===== src/rtl/player_collision_detector.sv =====
// Player/obstacle overlap detector with per-frame evaluation, life tracking,
// post-hit invulnerability window and defeat reporting.
module player_collision_detector #(
  parameter int unsigned PLAYER_SIZE   = 16,
  parameter int unsigned LIVES         = 3,
  parameter int unsigned INVULN_FRAMES = 60,
  parameter int unsigned BLINK_DIV     = 8
) (
  input  logic        clk,
  input  logic        rst,
  input  logic        game_on,
  input  logic        play_selected,
  input  logic [11:0] xpos,
  input  logic [11:0] ypos,
  input  logic [27:0] delayed_signals,
  input  logic [35:0] obstacle_data,
  output logic [2:0]  lives,
  output logic        hit,
  output logic        invulnerable,
  output logic        blink,
  output logic        defeat
);

  localparam int unsigned BLINK_W    = $clog2(BLINK_DIV);
  localparam logic [2:0]  LIVES_INIT = 3'(LIVES);
  localparam logic [7:0]  TIMER_INIT = 8'(INVULN_FRAMES);
  localparam logic [12:0] BOX_SPAN   = 13'(PLAYER_SIZE - 1);
  localparam logic [BLINK_W-1:0] BLINK_LAST = BLINK_W'(BLINK_DIV - 1);
  localparam logic [BLINK_W-1:0] BLINK_ONE  = BLINK_W'(1);

  typedef enum logic [1:0] {
    ST_IDLE    = 2'd0,
    ST_PLAYING = 2'd1,
    ST_INVULN  = 2'd2,
    ST_DEFEAT  = 2'd3
  } state_t;

  logic [11:0] vcount_s;
  logic [11:0] hcount_s;
  logic        vsync_s;
  logic        blank_s;
  logic        obstacle_pixel_s;
  logic        in_box_s;
  logic        boundary_s;
  logic [12:0] x_lo_s;
  logic [12:0] x_hi_s;
  logic [12:0] y_lo_s;
  logic [12:0] y_hi_s;
  logic        unused_bits_s;

  logic        cand_r;
  logic        vsync_r;
  logic        vsync_prev_r;
  logic        frame_hit_r;
  state_t      state_r;
  logic [2:0]  lives_r;
  logic [7:0]  timer_r;
  logic [BLINK_W-1:0] blink_cnt_r;
  logic        hit_r;
  logic        invulnerable_r;
  logic        blink_r;
  logic        defeat_r;

  assign vcount_s      = delayed_signals[27:16];
  assign vsync_s       = delayed_signals[15];
  assign hcount_s      = delayed_signals[13:2];
  assign blank_s       = delayed_signals[14] | delayed_signals[0];
  assign unused_bits_s = ^{delayed_signals[1], obstacle_data[11:0]};

  // Box bounds carry a 13th bit so a player near the right/bottom edge never wraps to 0.
  assign x_lo_s = {1'b0, xpos};
  assign x_hi_s = {1'b0, xpos} + BOX_SPAN;
  assign y_lo_s = {1'b0, ypos};
  assign y_hi_s = {1'b0, ypos} + BOX_SPAN;

  assign obstacle_pixel_s = (obstacle_data[35:24] == hcount_s) &&
                            (obstacle_data[23:12] == vcount_s) && !blank_s;
  assign in_box_s = ({1'b0, hcount_s} >= x_lo_s) && ({1'b0, hcount_s} <= x_hi_s) &&
                    ({1'b0, vcount_s} >= y_lo_s) && ({1'b0, vcount_s} <= y_hi_s);
  assign boundary_s = vsync_r & ~vsync_prev_r;

  // Candidate register and vsync edge history.
  always_ff @(posedge clk or negedge rst) begin
    if (!rst) begin
      cand_r       <= 1'b0;
      vsync_r      <= 1'b0;
      vsync_prev_r <= 1'b0;
    end else begin
      cand_r       <= obstacle_pixel_s & in_box_s & game_on;
      vsync_r      <= vsync_s;
      vsync_prev_r <= vsync_r;
    end
  end

  // Game FSM: sticky frame hit, lives, invulnerability timer and blink.
  always_ff @(posedge clk or negedge rst) begin
    if (!rst) begin
      state_r        <= ST_IDLE;
      frame_hit_r    <= 1'b0;
      lives_r        <= LIVES_INIT;
      timer_r        <= 8'd0;
      blink_cnt_r    <= '0;
      hit_r          <= 1'b0;
      invulnerable_r <= 1'b0;
      blink_r        <= 1'b1;
      defeat_r       <= 1'b0;
    end else begin
      hit_r <= 1'b0;
      if (play_selected) begin
        state_r        <= ST_PLAYING;
        frame_hit_r    <= 1'b0;
        lives_r        <= LIVES_INIT;
        timer_r        <= 8'd0;
        blink_cnt_r    <= '0;
        invulnerable_r <= 1'b0;
        blink_r        <= 1'b1;
        defeat_r       <= 1'b0;
      end else if (boundary_s) begin
        // A candidate landing on the boundary cycle belongs to the new frame.
        frame_hit_r <= cand_r;
        case (state_r)
          ST_PLAYING: begin
            if (frame_hit_r && game_on) begin
              hit_r <= 1'b1;
              if (lives_r <= 3'd1) begin
                state_r        <= ST_DEFEAT;
                lives_r        <= 3'd0;
                defeat_r       <= 1'b1;
                invulnerable_r <= 1'b0;
                blink_r        <= 1'b1;
              end else begin
                state_r        <= ST_INVULN;
                lives_r        <= lives_r - 3'd1;
                timer_r        <= TIMER_INIT;
                blink_cnt_r    <= '0;
                invulnerable_r <= 1'b1;
                blink_r        <= 1'b0;
              end
            end
          end
          ST_INVULN: begin
            if (game_on) begin
              if (timer_r <= 8'd1) begin
                state_r        <= ST_PLAYING;
                timer_r        <= 8'd0;
                blink_cnt_r    <= '0;
                invulnerable_r <= 1'b0;
                blink_r        <= 1'b1;
              end else begin
                timer_r     <= timer_r - 8'd1;
                blink_cnt_r <= blink_cnt_r + BLINK_ONE;
                if (blink_cnt_r == BLINK_LAST) begin
                  blink_r <= ~blink_r;
                end
              end
            end
          end
          default: begin
          end
        endcase
      end else begin
        frame_hit_r <= frame_hit_r | cand_r;
      end
    end
  end

  assign lives        = lives_r;
  assign hit          = hit_r;
  assign invulnerable = invulnerable_r;
  assign blink        = blink_r;
  assign defeat       = defeat_r;

endmodule


===== config.mk =====
export PLATFORM = sky130hd
export DESIGN_NAME = player_collision_detector
export DESIGN_NICKNAME = d
export VERILOG_FILES = /design/src/rtl/player_collision_detector.sv
export SDC_FILE = /design/constraint.sdc
export NUM_CORES = 1
export LEC_CHECK = 0
export BUFFER_PORTS_ARGS = -buffer_cell sky130_fd_sc_hd__buf_4
export CAP_MARGIN = 0
export CORE_UTILIZATION = 49
export DETAILED_ROUTE_END_ITERATION = 16
export GPL_ROUTABILITY_DRIVEN = 0
export HOLD_SLACK_MARGIN = 0.05
export MAX_ROUTING_LAYER = met4
export PLACE_DENSITY = 0.78
export SETUP_SLACK_MARGIN = 0.05
export SYNTH_ARGS = -nofsm -noshare
export SYNTH_HDL_FRONTEND = slang
export SYNTH_SLANG_ARGS = --single-unit

===== constraint.sdc =====
create_clock -name clk -period 4.9 [get_ports clk]
set_clock_uncertainty 0.15 [all_clocks]
set_input_delay 0.98 -clock clk [delete_from_list [all_inputs] [get_ports clk]]
set_output_delay 0.98 -clock clk [all_outputs]
set_load 0.02 [all_outputs]

== Word-level counts from Yosys, hierarchy flattened ==
Cells that the tools add are included.

* Register bits after elaboration: 24
* Bits of input ports: 92

* Add/sub/neg operators: 5
* Reduce and logical (&&, ||, !) cells: 17
* Magnitude comparators: 6
* Muxes and demuxes: 52
* Equality and inequality tests: 10
* Bitwise gates (word level): 7

{| class="wikitable"
|+ Operators by type and width
! operator !! count
|-
| $mux 8 || 6
|-
| $mux 3 || 11
|-
| $add 12x4->13 const B || 2
|-
| $le 12x13->1 || 2
|-
| $mux 1 || 25
|-
| $eq 12x12->1 || 2
|-
| $ge 12x12->1 || 2
|-
| $pmux 8 s2 || 1
|-
| $reduce_and 5->1 || 3
|-
| $ne 3x3->1 const B || 4
|-
| $mux 2 || 5
|-
| $le 8x1->1 const B || 1
|-
| $reduce_bool 2->1 || 4
|-
| $sub 8x1->8 const B || 1
|-
| $logic_and 1x1->1 || 6
|-
| $pmux 3 s2 || 1
|-
| $ne 4x4->1 const B || 1
|-
| $pmux 1 s2 || 2
|-
| $pmux 2 s2 || 1
|-
| $reduce_and 4->1 || 1
|-
| $add 3x1->3 const B || 1
|-
| $and 1x1->1 || 3
|-
| $eq 3x3->1 const B || 1
|-
| $le 3x1->1 const B || 1
|-
| 8 further kinds || 10
|}

== Longest topological paths before layout ==
* Depth after elaboration: 7
* Gate-level depth with buffers: 13

== Worst setup path before layout ==
Ideal clock, no wire load.

* Kind: input -> register
* Start: in ypos[0]
* End: reg cand_r
* Data arrival time: 2.972 ns
* Setup time: 0.096 ns
* Stages: 13
* Slack: 1.682 ns
* Cell sequence: inv_1 > ha_1 > nand3_1 > and3_1 > and3_1 > xnor2_1 > ha_1 > a21o_1 > a21oi_1 > o21ai_1 > a211oi_1 > a311oi_1 > nor4_2

* Longest elaborated chain between the ends: 5
* Elaborated cells on any way between the ends: 7
* Those cells by class: add/sub: 1; order compare: 2; bitwise: 2; reduce/logical: 2

{| class="wikitable"
|+ RTL lines
! item !! line !! source
|-
| start: declaration || 14 || <nowiki>input logic [11:0] ypos,</nowiki>
|-
| $add 12x4->13 / $ge 12x12->1 (equally long branches) || 74, 79 ||
|-
| $le 12x13->1 / $logic_and 1x1->1 (equally long branches) || 79, 78 ||
|-
| $logic_and 1x1->1 (*) || 79 || <nowiki>({1'b0, vcount_s} >= y_lo_s) && ({1'b0, vcount_s} <= y_hi_s);</nowiki>
|-
| $and 1x1->1 (*) (2 in series) || 89 || <nowiki>cand_r <= obstacle_pixel_s & in_box_s & game_on;</nowiki>
|-
| end signal: assignment || 89 ||
|-
| end: declaration || 51 || <nowiki>logic cand_r;</nowiki>
|}

Every way passes the cells marked *; elsewhere a longest branch is shown, timed or not.
A chain may end at the register's enable or synchronous reset.

== Worst setup path after layout ==
Same ends and word-level chain as after synthesis.

==> impl_metrics.env <==
export IMPL_fp_dieArea_um2=6350
export IMPL_track_usage_pct=24.9
export IMPL_cts_root_buf="clkbuf_8"
export IMPL_fin_ws_ps=1560
export IMPL_final_nets=588
export IMPL_htree_levels=1
export IMPL_yosys_warnings=0
export IMPL_combinationalPowerShare_pct=41.4
export IMPL_synthFlopType="dfrtp_1"
export IMPL_path_buf_inv=2
export IMPL_drt_first_pass_iters=4
export IMPL_placed_cell_area_um2=3670
export IMPL_die_x_um=79.7
export IMPL_grt_pass1_vias=2876
export IMPL_start_util_pct=52.1
export IMPL_cts_made_buffers=3
export IMPL_rrSetupSlack_ps=2620
export IMPL_sw_frac_of_total_pct=32.9
export IMPL_cp_max_fo=3
export IMPL_die_y_um=79.7
export IMPL_netlist_area_um2=2960
export IMPL_core_area_um2=5680
export IMPL_nFillCells=486
export IMPL_syn_num_nets=501
export IMPL_crit_type="input port to flop"
export IMPL_cellInternalPower_uw=408
export IMPL_max_stage_delay_ps=290
export IMPL_rsz0062_at_grt="no"
export IMPL_critPathCaptureType="flop"
export IMPL_worst_pin_slew_ps=566
export IMPL_overflow=0
export IMPL_cp_required_ps=4930
export IMPL_p_clk_share_pct=22.4
export IMPL_synth_edf_count=0
export IMPL_critical_path_depth=14
export IMPL_min_period_ps=3340
export IMPL_leakage_uw=0.00184
export IMPL_status="completed"
export IMPL_tns_ps=0
export IMPL_vias_per_cell=5.55
export IMPL_ant_nets=0
export IMPL_powerDensity_nw_per_um2=163
export IMPL_area_growth_syn_to_layout_pct=25.8
export IMPL_path_clk_slew_ps=80
export IMPL_routed_wl_um=7160
export IMPL_vdd_ir_drop_max_v=0.000127
export IMPL_maxSlewViolCount=0
export IMPL_cp_start_kind="input port"
export IMPL_cts_buffer_depth=2
export IMPL_cts_num_sinks=24
export IMPL_cts_resized_gates=0
export IMPL_regArea_um2=604
export IMPL_slowest_stage="ha_1"
export IMPL_io_pins=99
export IMPL_post_cts_buffers=0
export IMPL_seq_power_share_pct=36.2
export IMPL_num_rows=27
export IMPL_synth_cell_types=48
export IMPL_post_synth_top_count_cell="ha_1"
export IMPL_synthArstFlopShare_pct=100
export IMPL_crit_chain="buf_4, inv_1, ha_1, nand3_1, and3_1, and3_1, xnor2_1, ha_1, a21o_1, a21oi_1, o21ai_1, a211oi_1, a311oi_1, nor4_2"
export IMPL_synthCells=353
export IMPL_multi_input_area_um2=2210
export IMPL_avgSynthCellArea_um2=8.38
export IMPL_layout_drive_gt1_share_pct=24.4
export IMPL_fin_area_um2=3720
export IMPL_cp_arrival_ps=3370
export IMPL_drv_cap=0
export IMPL_cts_tree="built"
export IMPL_ys_seq_area_share_pct=20.4
export IMPL_p_switching_uw=200
export IMPL_finalSetupViolCount=0
export IMPL_grt_max_degree=25
export IMPL_antenna_cells=0
export IMPL_grt_pass1_wl_um=12300
export IMPL_hp_class="flop to flop"
export IMPL_drc=0
export IMPL_io_buffer_count=85
export IMPL_max_slew_margin_rel_pct=62.3
export IMPL_vias=2837
export IMPL_synthDominantCellAreaShare_pct=23.7
export IMPL_routedWlPerCell_um=14.0
export IMPL_cp_top_family="compound AO/OA/AOI/OAI gates"
export IMPL_post_route_period_util_pct=68.2
export IMPL_synth_area_leaders="ha_1 24%, dfrtp_1 18%, xnor2_1 11%"
export IMPL_yosys_register_bits=24
export IMPL_hold_violations=0
export IMPL_dp_slack_ps=1280
export IMPL_drt_iter0_drc=117
export IMPL_dpl_hpwl_um=6200
export IMPL_hold_path_depth=0
export IMPL_clock_latency_ps=270
export IMPL_synthTopCellsByCount="56 x ha_1, 36 x xnor2_1, 34 x nor2_1, 29 x inv_1, 23 x a21oi_1"
export IMPL_reg2reg_depth=7
export IMPL_fmax_mhz=299
export IMPL_synth_area_leader_cell="ha_1"
export IMPL_grt_antenna_before_repair=0
export IMPL_holdBufCountCts=0
final timing paths:
| path | start | end |
|---|---|---|
| setup / recovery | ypos[0] | cand_r |
| max in group asynchronous | rst | lives[0] |
| hold / removal | vsync_r | vsync_prev_r |
| hold reg to reg | vsync_r | vsync_prev_r |
| min in group asynchronous | rst | invulnerable |
| setup reg to reg | lives[0] | timer_r[5] |
stage by stage:
step | utilization, % | hold WS, ps | cells | power, uW
after global routing | 65.6 | 292 | 511 | 649
after detailed placement | 64.6 | 258 | 507 | 473
after global placement | 64.6 | 251 | 507 | 466
final | 65.6 | 280 | 511 | 607
after floorplan | - | 238 | 353 | 368
after CTS | 65.6 | 280 | 511 | 610
flip-flops by register name (all words and copies together) (netlist names):
register / cells
blink: 1
blink_cnt_r: 3
cand_r: 1
defeat: 1
frame_hit_r: 1
hit: 1
invulnerable: 1
lives: 3
state_r: 2
timer_r: 8
vsync_prev_r: 1
vsync_r: 1
kinds of logic after synthesis:
group | after synthesis | share of synthesized area [%]
DFF | 24 | 20.4
buffers and inverters | 35 | 4.74
AOI/OAI and AO/OA | 79 | 17.8
and+or+nand+nor | 115 | 20.3
adders and majority gates | 56 | 23.7
xor gates and xnor gates | 44 | 13.0
layout by cell type (no fill, tap or decap), types with 2 or more instances in the layout:
master,n
buf_4,85
ha_1,56
xnor2_1,36
nor2_1,34
inv_1,29
a21oi_1,23
nand2_1,22
dfrtp_1,21
nand4_1,13
a21o_1,11
o21ai_1,10
nand3_1,9
o21ai_0,9
xor2_1,8
nor3_1,7
nand2b_1,6
a211oi_1,4
o22a_1,4
clkbuf_8,4
inv_2,3
and3_1,3
a211o_1,3
nor4_1,3
nor3b_1,3
dfstp_2,3
a21boi_1,2
nor2b_1,2
nor4_2,2
or2_2,2
and3b_1,2
nand3b_1,2
or2_1,2
o21ai_2,2
per-layer routing:
metal	global-route usage [%]	wire length, um	vias to the layer above
met3	2.17	350	7
li1	-	-	1431
met2	46.9	3740	78
met5	-	0	-
met1	28.7	3030	1321
met4	4.36	46	0
layout make-up:
class / instances / share of cell area [%]
clock buffers: 4 / 1.48
repair buffers: 85 / 17.1
flip-flops and latches: 24 / 16.2
well taps: 72 / 2.42
multi-input cells: 294 / 59.5
inverters: 32 / 3.23
power groups by stage:
stage | registers [uW] | logic (uW) | clock network, uW
2_1_floorplan | 223 | 145 | 0
3_3_place_gp | 223 | 243 | 0
3_5_place_dp | 223 | 250 | 0
4_1_cts | 220 | 252 | 139
5_1_grt | 221 | 283 | 145
6_report | 220 | 251 | 136
Note: power is estimated with default switching activity, not from simulation.
